[config.mk]
export PLATFORM = sky130hd
export DESIGN_NAME = fifo_word_unpacker
export DESIGN_NICKNAME = d
export VERILOG_FILES = /design/src/rtl/fifo_word_unpacker.sv
export SDC_FILE = /design/constraint.sdc
export NUM_CORES = 1
export LEC_CHECK = 0
export ABC_AREA = 1
export BUFFER_PORTS_ARGS = -buffer_cell sky130_fd_sc_hd__buf_2
export CORE_UTILIZATION = 56
export CTS_BUF_LIST = sky130_fd_sc_hd__clkbuf_4 sky130_fd_sc_hd__clkbuf_8 sky130_fd_sc_hd__clkbuf_16
export DETAILED_ROUTE_END_ITERATION = 8
export PLACE_DENSITY = 0.85
export SYNTH_ARGS = -nofsm -noshare
export SYNTH_HDL_FRONTEND = slang
export SYNTH_SLANG_ARGS = --single-unit
[constraint.sdc]
create_clock -name clk_core -period 1.87 [get_ports clk_core]
set_input_delay 0.187 -clock clk_core [delete_from_list [all_inputs] [get_ports clk_core]]
set_output_delay 0.187 -clock clk_core [all_outputs]
set_load 0.1 [all_outputs]
[src/rtl/fifo_word_unpacker.sv]
// Word-to-byte unpacker: emits the valid bytes of each input word MSB first,
// with ready/valid on both sides and no bubble between consecutive words.
module fifo_word_unpacker #(
    parameter int bytes_per_word = 2,
    parameter int count_width    = 4
) (
    input  logic                          clk_core,
    input  logic                          reset,
    output logic                          word_in_ready,
    input  logic                          word_in_valid,
    input  logic [bytes_per_word*8-1:0]   word_in_data,
    input  logic [count_width-1:0]        word_in_nbytes,
    input  logic                          word_in_last,
    input  logic                          byte_out_ready,
    output logic                          byte_out_valid,
    output logic [7:0]                    byte_out_data,
    output logic                          byte_out_last,
    output logic [15:0]                   bytes_sent
);

    localparam int                     W     = bytes_per_word * 8;
    localparam logic [count_width-1:0] BPW_C = count_width'(bytes_per_word);
    localparam logic [count_width-1:0] ONE_C = count_width'(1);

    typedef enum logic [0:0] {
        ST_EMPTY  = 1'b0,
        ST_ACTIVE = 1'b1
    } state_t;

    state_t                 r_state;
    state_t                 w_state_nxt;
    logic [W-1:0]           r_sreg;
    logic [W-1:0]           w_sreg_nxt;
    logic [count_width-1:0] r_rem;
    logic [count_width-1:0] w_rem_nxt;
    logic                   r_pkt_last;
    logic                   w_pkt_last_nxt;
    logic [15:0]            r_bytes_sent;
    logic [15:0]            w_bytes_sent_nxt;
    logic                   w_accept;
    logic                   w_xfer;
    logic                   w_ready;

    // Zero or oversized byte counts mean "whole word".
    function automatic logic [count_width-1:0] clamp_nbytes(input logic [count_width-1:0] n);
        if ((n == {count_width{1'b0}}) || (n > BPW_C)) begin
            return BPW_C;
        end else begin
            return n;
        end
    endfunction

    // Input readiness: idle, or the last held byte leaves this very cycle.
    always_comb begin
        w_ready = 1'b0;
        if (reset) begin
            w_ready = 1'b0;
        end else if (r_state == ST_EMPTY) begin
            w_ready = 1'b1;
        end else begin
            w_ready = (r_rem == ONE_C) && byte_out_ready;
        end
    end

    assign w_accept = word_in_valid && w_ready;
    assign w_xfer   = (r_state == ST_ACTIVE) && byte_out_ready;

    // Next-state: a new word overrides the shift because it only loads once the old word drains.
    always_comb begin
        w_state_nxt      = r_state;
        w_sreg_nxt       = r_sreg;
        w_rem_nxt        = r_rem;
        w_pkt_last_nxt   = r_pkt_last;
        w_bytes_sent_nxt = r_bytes_sent;
        if (w_xfer) begin
            w_bytes_sent_nxt = r_bytes_sent + 16'd1;
        end else begin
            w_bytes_sent_nxt = r_bytes_sent;
        end
        case (r_state)
            ST_EMPTY: begin
                if (w_accept) begin
                    w_sreg_nxt     = word_in_data;
                    w_rem_nxt      = clamp_nbytes(word_in_nbytes);
                    w_pkt_last_nxt = word_in_last;
                    w_state_nxt    = ST_ACTIVE;
                end else begin
                    w_state_nxt    = ST_EMPTY;
                end
            end
            ST_ACTIVE: begin
                if (w_accept) begin
                    w_sreg_nxt     = word_in_data;
                    w_rem_nxt      = clamp_nbytes(word_in_nbytes);
                    w_pkt_last_nxt = word_in_last;
                    w_state_nxt    = ST_ACTIVE;
                end else if (w_xfer) begin
                    w_sreg_nxt = {r_sreg[W-9:0], 8'h00};
                    w_rem_nxt  = r_rem - ONE_C;
                    if (r_rem == ONE_C) begin
                        w_state_nxt = ST_EMPTY;
                    end else begin
                        w_state_nxt = ST_ACTIVE;
                    end
                end else begin
                    w_state_nxt = ST_ACTIVE;
                end
            end
            default: begin
                w_state_nxt = ST_EMPTY;
            end
        endcase
    end

    // State register with synchronous reset; held bytes are discarded on reset.
    always_ff @(posedge clk_core) begin
        if (reset) begin
            r_state      <= ST_EMPTY;
            r_sreg       <= {W{1'b0}};
            r_rem        <= {count_width{1'b0}};
            r_pkt_last   <= 1'b0;
            r_bytes_sent <= 16'd0;
        end else begin
            r_state      <= w_state_nxt;
            r_sreg       <= w_sreg_nxt;
            r_rem        <= w_rem_nxt;
            r_pkt_last   <= w_pkt_last_nxt;
            r_bytes_sent <= w_bytes_sent_nxt;
        end
    end

    assign word_in_ready  = w_ready;
    assign byte_out_valid = (r_state == ST_ACTIVE);
    assign byte_out_data  = r_sreg[W-1 -: 8];
    assign byte_out_last  = r_pkt_last && (r_rem == ONE_C);
    assign bytes_sent     = r_bytes_sent;

endmodule

* After elaboration in Yosys (flattened, before gate mapping)
Index checks and enable logic that the tools add are counted.
** Cells by class
- Add/subtract/negate cells :: 2
- Magnitude comparators :: 1
- Equal/unequal tests :: 3
- Multiplexer cells :: 17
- Bitwise logic cells :: 1
- Reduce and logical (&&, ||, !) cells :: 7
** Operator list (number)
- $mux W16 :: 3
- $pmux W16 S2 :: 1
- $add A16 B1 Y16 const B :: 1
- $mux W4 :: 4
- $pmux W4 S2 :: 1
- $mux W1 :: 7
- $eq A4 B1 Y1 const B :: 1
- $gt A4 B2 Y1 const B :: 1
- $logic_and A1 B1 Y1 :: 4
- $logic_not A4 Y1 :: 1
- $sub A4 B1 Y4 const B :: 1
- $ne A3 B1 Y1 const B :: 1
- $ne A2 B2 Y1 const B :: 1
- $pmux W1 S2 :: 1
- $reduce_and A2 Y1 :: 1
- $logic_or A1 B1 Y1 :: 1
- $not A1 Y1 :: 1
** Storage, ports and cells
- Flip-flop bits (word level) :: 38
- Input bits :: 25
- Output and inout port bits :: 27
- Logic and storage cells :: 36

* Logic depth before layout (Yosys ltp)
Gate-level depths: netlist of the first run.
- Depth after elaboration :: 7
- Gate-level depth with buffers :: 10
- Depth with buffers taken out :: 10

* Worst setup path after synthesis of the first run
Ideal clock, no wire load.
- Kind :: register to output
- Start point :: reg r_state (netlist: byte_out_valid)
- End point :: out word_in_ready
- Data arrival time :: 2246 ps
- Data required time :: 1683 ps
- Slack :: -563 ps
- Cell stages (with the launch flop) :: 4
- Path buffers :: 0
- Cells stage by stage :: dfxtp_1 > nand2_1 > inv_1 > nor2_1
** On the way
- Cells in the longest elaborated chain, start to end :: 2
** RTL lines
- start: declaration :: line 30 : state_t r_state;
- start signal: assignment :: line 124 : r_state <= w_state_nxt;
- $mux W1 :: line 58 : end else if (r_state == ST_EMPTY) begin
- $mux W1 :: line 56 : if (reset) begin
- end: declaration :: line 9 : output logic word_in_ready,
No other way between the ends.

* Worst setup path after layout of the first run
- Start point :: reg r_rem[1]
- End point :: out word_in_ready
** On the way
- Cells in the longest elaborated chain, start to end :: 4
** RTL lines
- start: declaration :: line 34 : logic [count_width-1:0] r_rem;
- start signal: assignment :: line 120 : r_rem <= {count_width{1'b0}};
- start signal: assignment :: line 126 : r_rem <= w_rem_nxt;
- $eq A4 B1 Y1 :: line 61 : w_ready = (r_rem == ONE_C) && byte_out_ready;
- $logic_and A1 B1 Y1 :: line 61
- $mux W1 :: line 58
- $mux W1 :: line 56
No other way between the ends.

==> qor.txt, run 1 <==
Status: finished clean
CTS tree: done
CP Capture Type: primary output
DP HPWL: 2770 um
Pleak: 1.08 nW
Netlist cell types: 28
Clk pwr share: 26.4%
Combinational Power Share: 23.2%
Vias: 1,755
DRT Pass-1 Iters: 5
Fin Setup TNS: 0 ps
Max-slew violation count: 0
Port Buffers: 51
Vias in the first global route: 1,563
All-Layer GR Usage: 23.0%
Fmax: 574 MHz
Area Overhead vs Synth: 16.3%
Nets: 352
CP Data Arrival Time: 1550 ps
Clock buffer depth: 2
Clock sink count: 38
Max rail drop VDD: 0.430 mV
Placer congestion estimate: 0.832
Fin crit share: 93.1%
Fin area: 0.00221 mm2
Flops & latches, synth: 38
Most used cell, CP: inv_1
Routed WL per cell: 10.1 um
Mapped Area: 0.00190 mm2
Initial antenna violation count: 0
Finish-stage setup viols: 0
Layout Skew: 6.79 ps
Die area: 0.00363 mm2
Number of diodes: 0
Hold Violations, Final: 0
Placed Area: 0.00214 mm2
Detailed-route vias per instance: 4.76
Syn_nets: 309
Post-CTS Hold Buffers: 0
Post-CTS sizing: 1
Max_cap viols: 0
Final WL: 3720 um
Total core area: 0.00313 mm2
DRT iter0 DRCs: 90
Switching power: 0.598 mW
Critical path cell sequence: inv_1, ha_1, nand3_1, nand2_1, inv_1, nor2_2, buf_4
Sequential share of the synthesized area: 40.1%
Peak per-stage delay on the critical path: 320 ps
Largest net degree at the start of global routing: 24
GR Overflow Total: 0
Die X: 60.2 um
First-pass GRT wire length: 6120 um
Slowest CP cell: dfxtp_1
Starting density of the core: 60.7%
Worst Setup Path Type: flop to primary output
YS warnings: 0
Final Util: 70.6%
Row Count: 20
Max_slew headroom: 67.2%
DRC Markers: 0
Unrepaired setup endpoints after global routing: no
Int Pwr: 1.14 mW
H-tree levels: 2
Gate Count Post-Synth: 281
Worst-Margin Slew: 491 ps
Clock root buffer: clkbuf_4
Clock latency on the worst-skew pair: 350 ps
CP Buf/Inv Count: 3
Clk slew on worst S/H paths: 110 ps
Worst EP required: 1680 ps
Part of the power in registers: 50.4%
IO Pins: 52
Cell Pwr Density: 787 mW/mm2
Mean area per synthesized cell: 6.76 um2
TritonCTS Buffers: 5
Family with the most delay on the worst path: buffers and inverters
CP Launch Type: flop
Period minus WS final: 1740 ps
CP Max Fanout: 3
Die height: 60.2 um
Ratio of cells with drive above 1 in the final layout: 26.2%
Sw Ratio: 34.4%
ANT nets after route: 0
Post-CTS Setup Inserts: 0
Worst Hold Class: input port to flop
-- registers in the layout, indices dropped and copies added, names as in the netlist --
register and cells:
byte_out_valid 1, bytes_sent 16, r_pkt_last 1, r_rem 4, r_sreg 16
-- metrics by stage --
stage	cells	setup WS, ps	total power [mW]	hold slack (ps)
2_1_floorplan	281	4.85	1.24	300
3_3_place_gp	361	342	1.29	386
3_5_place_dp	361	236	1.30	425
4_1_cts	369	99.7	1.76	55.1
5_1_grt	369	6.48	1.83	71.7
6_report	369	128	1.74	57.3
-- layout make-up --
class	count	area, um2
Fill cell	269	918
Clock buffer	7	58.8
Multi-Input combinational cell	175	852
Tap cell	44	55.1
Clock inverter	1	5.00
Sequential cell	38	774
Timing Repair Buffer	53	273
Inverter	51	191
-- logic make-up (layout without fill, tap and decap cells) --
group / count (synthesis) / in the layout / share of synthesized area, %
AOI/OAI and AO/OA: 51 / 51 / 13.9
buffers and inverters: 68 / 112 / 15.3
DFF: 38 / 38 / 40.1
adders and majority gates: 3 / 3 / 1.98
and+or+nand+nor: 120 / 120 / 28.3
xor gates and xnor gates: 1 / 1 / 0.461
-- worst paths after layout --
kind | start | to | slack [ps] | cells after the start
setup / recovery | r_rem[1]$_SDFFE_PP0P_ | word_in_ready | 130 | 7
hold / removal | word_in_last | r_pkt_last$_SDFFE_PP0P_ | 60 | 3
setup reg to reg | r_rem[1]$_SDFFE_PP0P_ | r_pkt_last$_SDFFE_PP0P_ | 240 | 8
hold reg to reg | bytes_sent[9]$_SDFFE_PP0P_ | bytes_sent[9]$_SDFFE_PP0P_ | 460 | 2
-- power groups by stage --
stage / Clock (mW) / Combinational [mW] / Sequential, mW
finish: 0.459 / 0.403 / 0.877
global route: 0.507 / 0.440 / 0.883
CTS: 0.473 / 0.405 / 0.877
detailed placement: 0 / 0.402 / 0.895
global placement: 0 / 0.399 / 0.894
floorplan: 0 / 0.325 / 0.919
-- synth_stat cells (all sizes together) --
| master | instances | area share, % |
|---|---|---|
| a211oi | 1 | 0.40 |
| a21oi | 26 | 6.9 |
| a31oi | 1 | 0.33 |
| and3 | 1 | 0.33 |
| buf | 12 | 4.2 |
| clkbuf | 5 | 1.1 |
| clkinv | 1 | 0.20 |
| dfxtp | 38 | 40 |
| ha | 3 | 2.0 |
| inv | 50 | 9.9 |
| nand2 | 72 | 15 |
| nand3 | 17 | 5.0 |
| nand4 | 2 | 0.99 |
| nor2 | 26 | 6.6 |
| nor3 | 1 | 0.26 |
| nor4b | 1 | 0.46 |
| o21a | 1 | 0.40 |
| o21ai | 21 | 5.5 |
| o21bai | 1 | 0.40 |
| xor2 | 1 | 0.46 |
-- layer usage --
| metal | share of wire, % | up-vias | track usage, % | wire length [um] |
|---|---|---|---|---|
| met5 | 0 | - | 0 | 0 |
| met4 | 2.0 | 0 | 11.0 | 75 |
| met3 | 6.0 | 9 | 6.93 | 224 |
| met2 | 49 | 57 | 40.7 | 1820 |
| met1 | 43 | 741 | 24.5 | 1600 |
| li1 | - | 948 | - | - |
-- worst reg2reg max path: cells and delay by family (launching register included) --
family                   cells  cell delay (ps)
AND/OR/NAND/NOR              4              540
AO/OA/AOI/OAI                1               90
adder cells (fa/ha/maj)      1              190
buffers and inverters        2              350
flip-flops                   1              340
-- cell usage in the layout (no fill, tap or decap), drive strengths merged --
master / netlist / final
nor4b: 1 / 1
clkbuf: 5 / 7
nand3: 17 / 17
and3: 1 / 1
buf: 12 / 53
ha: 3 / 3
o21a: 1 / 1
nor3: 1 / 1
clkinv: 1 / 2
a211oi: 1 / 1
o21ai: 21 / 21
o21bai: 1 / 1
a21oi: 26 / 26
dfxtp: 38 / 38
inv: 50 / 50
nand2: 72 / 72
xor2: 1 / 1
nor2: 26 / 26
nand4: 2 / 2
a31oi: 1 / 1
Note: power is estimated with default switching activity, not from simulation.
==> inputs of run 2 (changes only) <==
- TNS_END_PERCENT: default -> 100
- clock period: 1.87 -> 2.25 ns (I/O delays scaled with it)
==> run 2 against run 1 <==
- via count decreased by 0.68%
- sequential share of layout area decreased by 0.33 points
- clock power decreased by 17%
- critical endpoint unchanged
- largest power group unchanged
- highest routed layer unchanged
==> qor.txt, run 2 (same netlist as run 1, synthesis figures left out) <==
Power, Total: 1.45 mW
Max_cap viols: 0
Period minus WS final: 1930 ps
Die height: 60.2 um
Fmax: 517 MHz
Hold Violations, Final: 0
WL met2: 1600 um
Ratio of cells with drive above 1 in the final layout: 22.5%
Unrepaired setup endpoints after global routing: no
Final Util: 70.0%
DP HPWL: 2810 um
ANT nets after route: 0
IO Pins: 52
DRT iter0 DRCs: 90
Status: finished clean
Fin area: 0.00219 mm2
Worst Hold Class: input port to flop
Post-CTS sizing: 0
Area Overhead vs Synth: 15.3%
Vias in the first global route: 1,477
Routed WL per cell: 10.1 um
GR Overflow Total: 0
Row Count: 20
Placer congestion estimate: 0.910
DRC Markers: 0
Family with the most delay on the worst path: buffers and inverters
Worst EP required: 2030 ps
FILL cells: 280
CP Launch Type: flop
Largest net degree at the start of global routing: 24
Placed Area: 0.00213 mm2
DRT Pass-1 Iters: 6
Pleak: 1.08 nW
Post-CTS Hold Buffers: 0
M1 WL: 1890 um
Peak per-stage delay on the critical path: 420 ps
H-tree levels: 2
CP Data Arrival Time: 1710 ps
Most used cell, CP: inv_1
First-pass GRT wire length: 6190 um
Starting density of the core: 60.7%
Worst-Margin Slew: 489 ps
Total core area: 0.00313 mm2
Vias: 1,743
Finish-stage setup viols: 0
Worst Setup Path Type: flop to primary output
Max rail drop VDD: 0.333 mV
CP Capture Type: primary output
All-Layer GR Usage: 23.3%
Port Buffers: 51
CP Max Fanout: 3
Final WL: 3750 um
Clock latency on the worst-skew pair: 350 ps
Most common cell after layout, fill and taps aside: nand2_1
Number of diodes: 0
Commonest cells after routing, fill and taps aside: nand2_1 (69), buf_2 (51), inv_1 (50)
Clk slew on worst S/H paths: 110 ps
Nets: 352
CP Buf/Inv Count: 3
Die X: 60.2 um
Die area: 0.00363 mm2
TritonCTS Buffers: 5
Slowest CP cell: buf_2
Detailed-route vias per instance: 4.72
Initial antenna violation count: 0
Clock root buffer: clkbuf_4
Fin crit share: 85.9%
Layout Skew: 16.8 ps
Post-CTS Setup Inserts: 0
Critical path cell sequence: inv_1, ha_1, nand3_1, nand2_1, inv_1, nor2_2, buf_2
CTS tree: done
Cell Pwr Density: 660 mW/mm2
Max_slew headroom: 67.6%
Fin Setup TNS: 0 ps
Clock buffer depth: 2
Top sig layer: met4
Max-slew violation count: 0
Clock sink count: 38
Met3 WL: 212 um
==> run 2: layout make-up <==
| class | count | area, um2 | area share [%] |
|---|---|---|---|
| multi-input combinational | 175 | 850 | 38.8 |
| sequential | 38 | 761 | 34.7 |
| timing repair buffer | 53 | 270 | 12.3 |
| inverter | 51 | 191 | 8.74 |
| clock buffer | 7 | 58.8 | 2.68 |
| tap | 44 | 55.1 | 2.51 |
| clock inverter | 1 | 5.00 | 0.228 |
==> run 2: where the power goes <==
group	leakage, nW	total [mW]	switching [mW]	internal [mW]
Clock	0.0387	0.383	0.219	0.163
Sequential	0.310	0.725	0.0195	0.706
Combinational	0.729	0.338	0.260	0.0774
Total	1.08	1.45	0.499	0.946
==> run 2: path summary, 6_finish.rpt <==
| check | startpoint | to | slack [ps] | cells past startpoint |
|---|---|---|---|---|
| worst max-delay path | r_rem[1]$_SDFFE_PP0P_ | word_in_ready | 320 | 7 |
| worst min-delay path | word_in_last | r_pkt_last$_SDFFE_PP0P_ | 80 | 3 |
| worst max register to register | r_rem[1]$_SDFFE_PP0P_ | r_sreg[3]$_SDFFE_PP0P_ | 620 | 8 |
| worst min register to register | r_sreg[6]$_SDFFE_PP0P_ | r_sreg[6]$_SDFFE_PP0P_ | 470 | 2 |
==> run 2: stage by stage <==
stage	hold WS (ps)	instances	setup WS, ps
2_1_floorplan	338	281	169
3_3_place_gp	433	361	647
3_5_place_dp	442	361	591
4_1_cts	75.7	369	314
5_1_grt	110	369	183
6_report	80.1	369	317
==> run 2: worst reg2reg max path, stage by stage (launching register included) <==
cell      delay, ps
dfxtp_1         350
inv_1            80
ha_1            200
nand3_1          80
nand2_1          90
nand3_2         210
clkinv_1        290
nand2_1         140
a21oi_1          60
==> run 2: routing by layer <==
metal / vias to the layer above / track usage (%)
li1: 950 / -
met1: 741 / 31.4
met2: 46 / 33.9
met3: 6 / 8.44
met4: 0 / 7.97
met5: - / 0
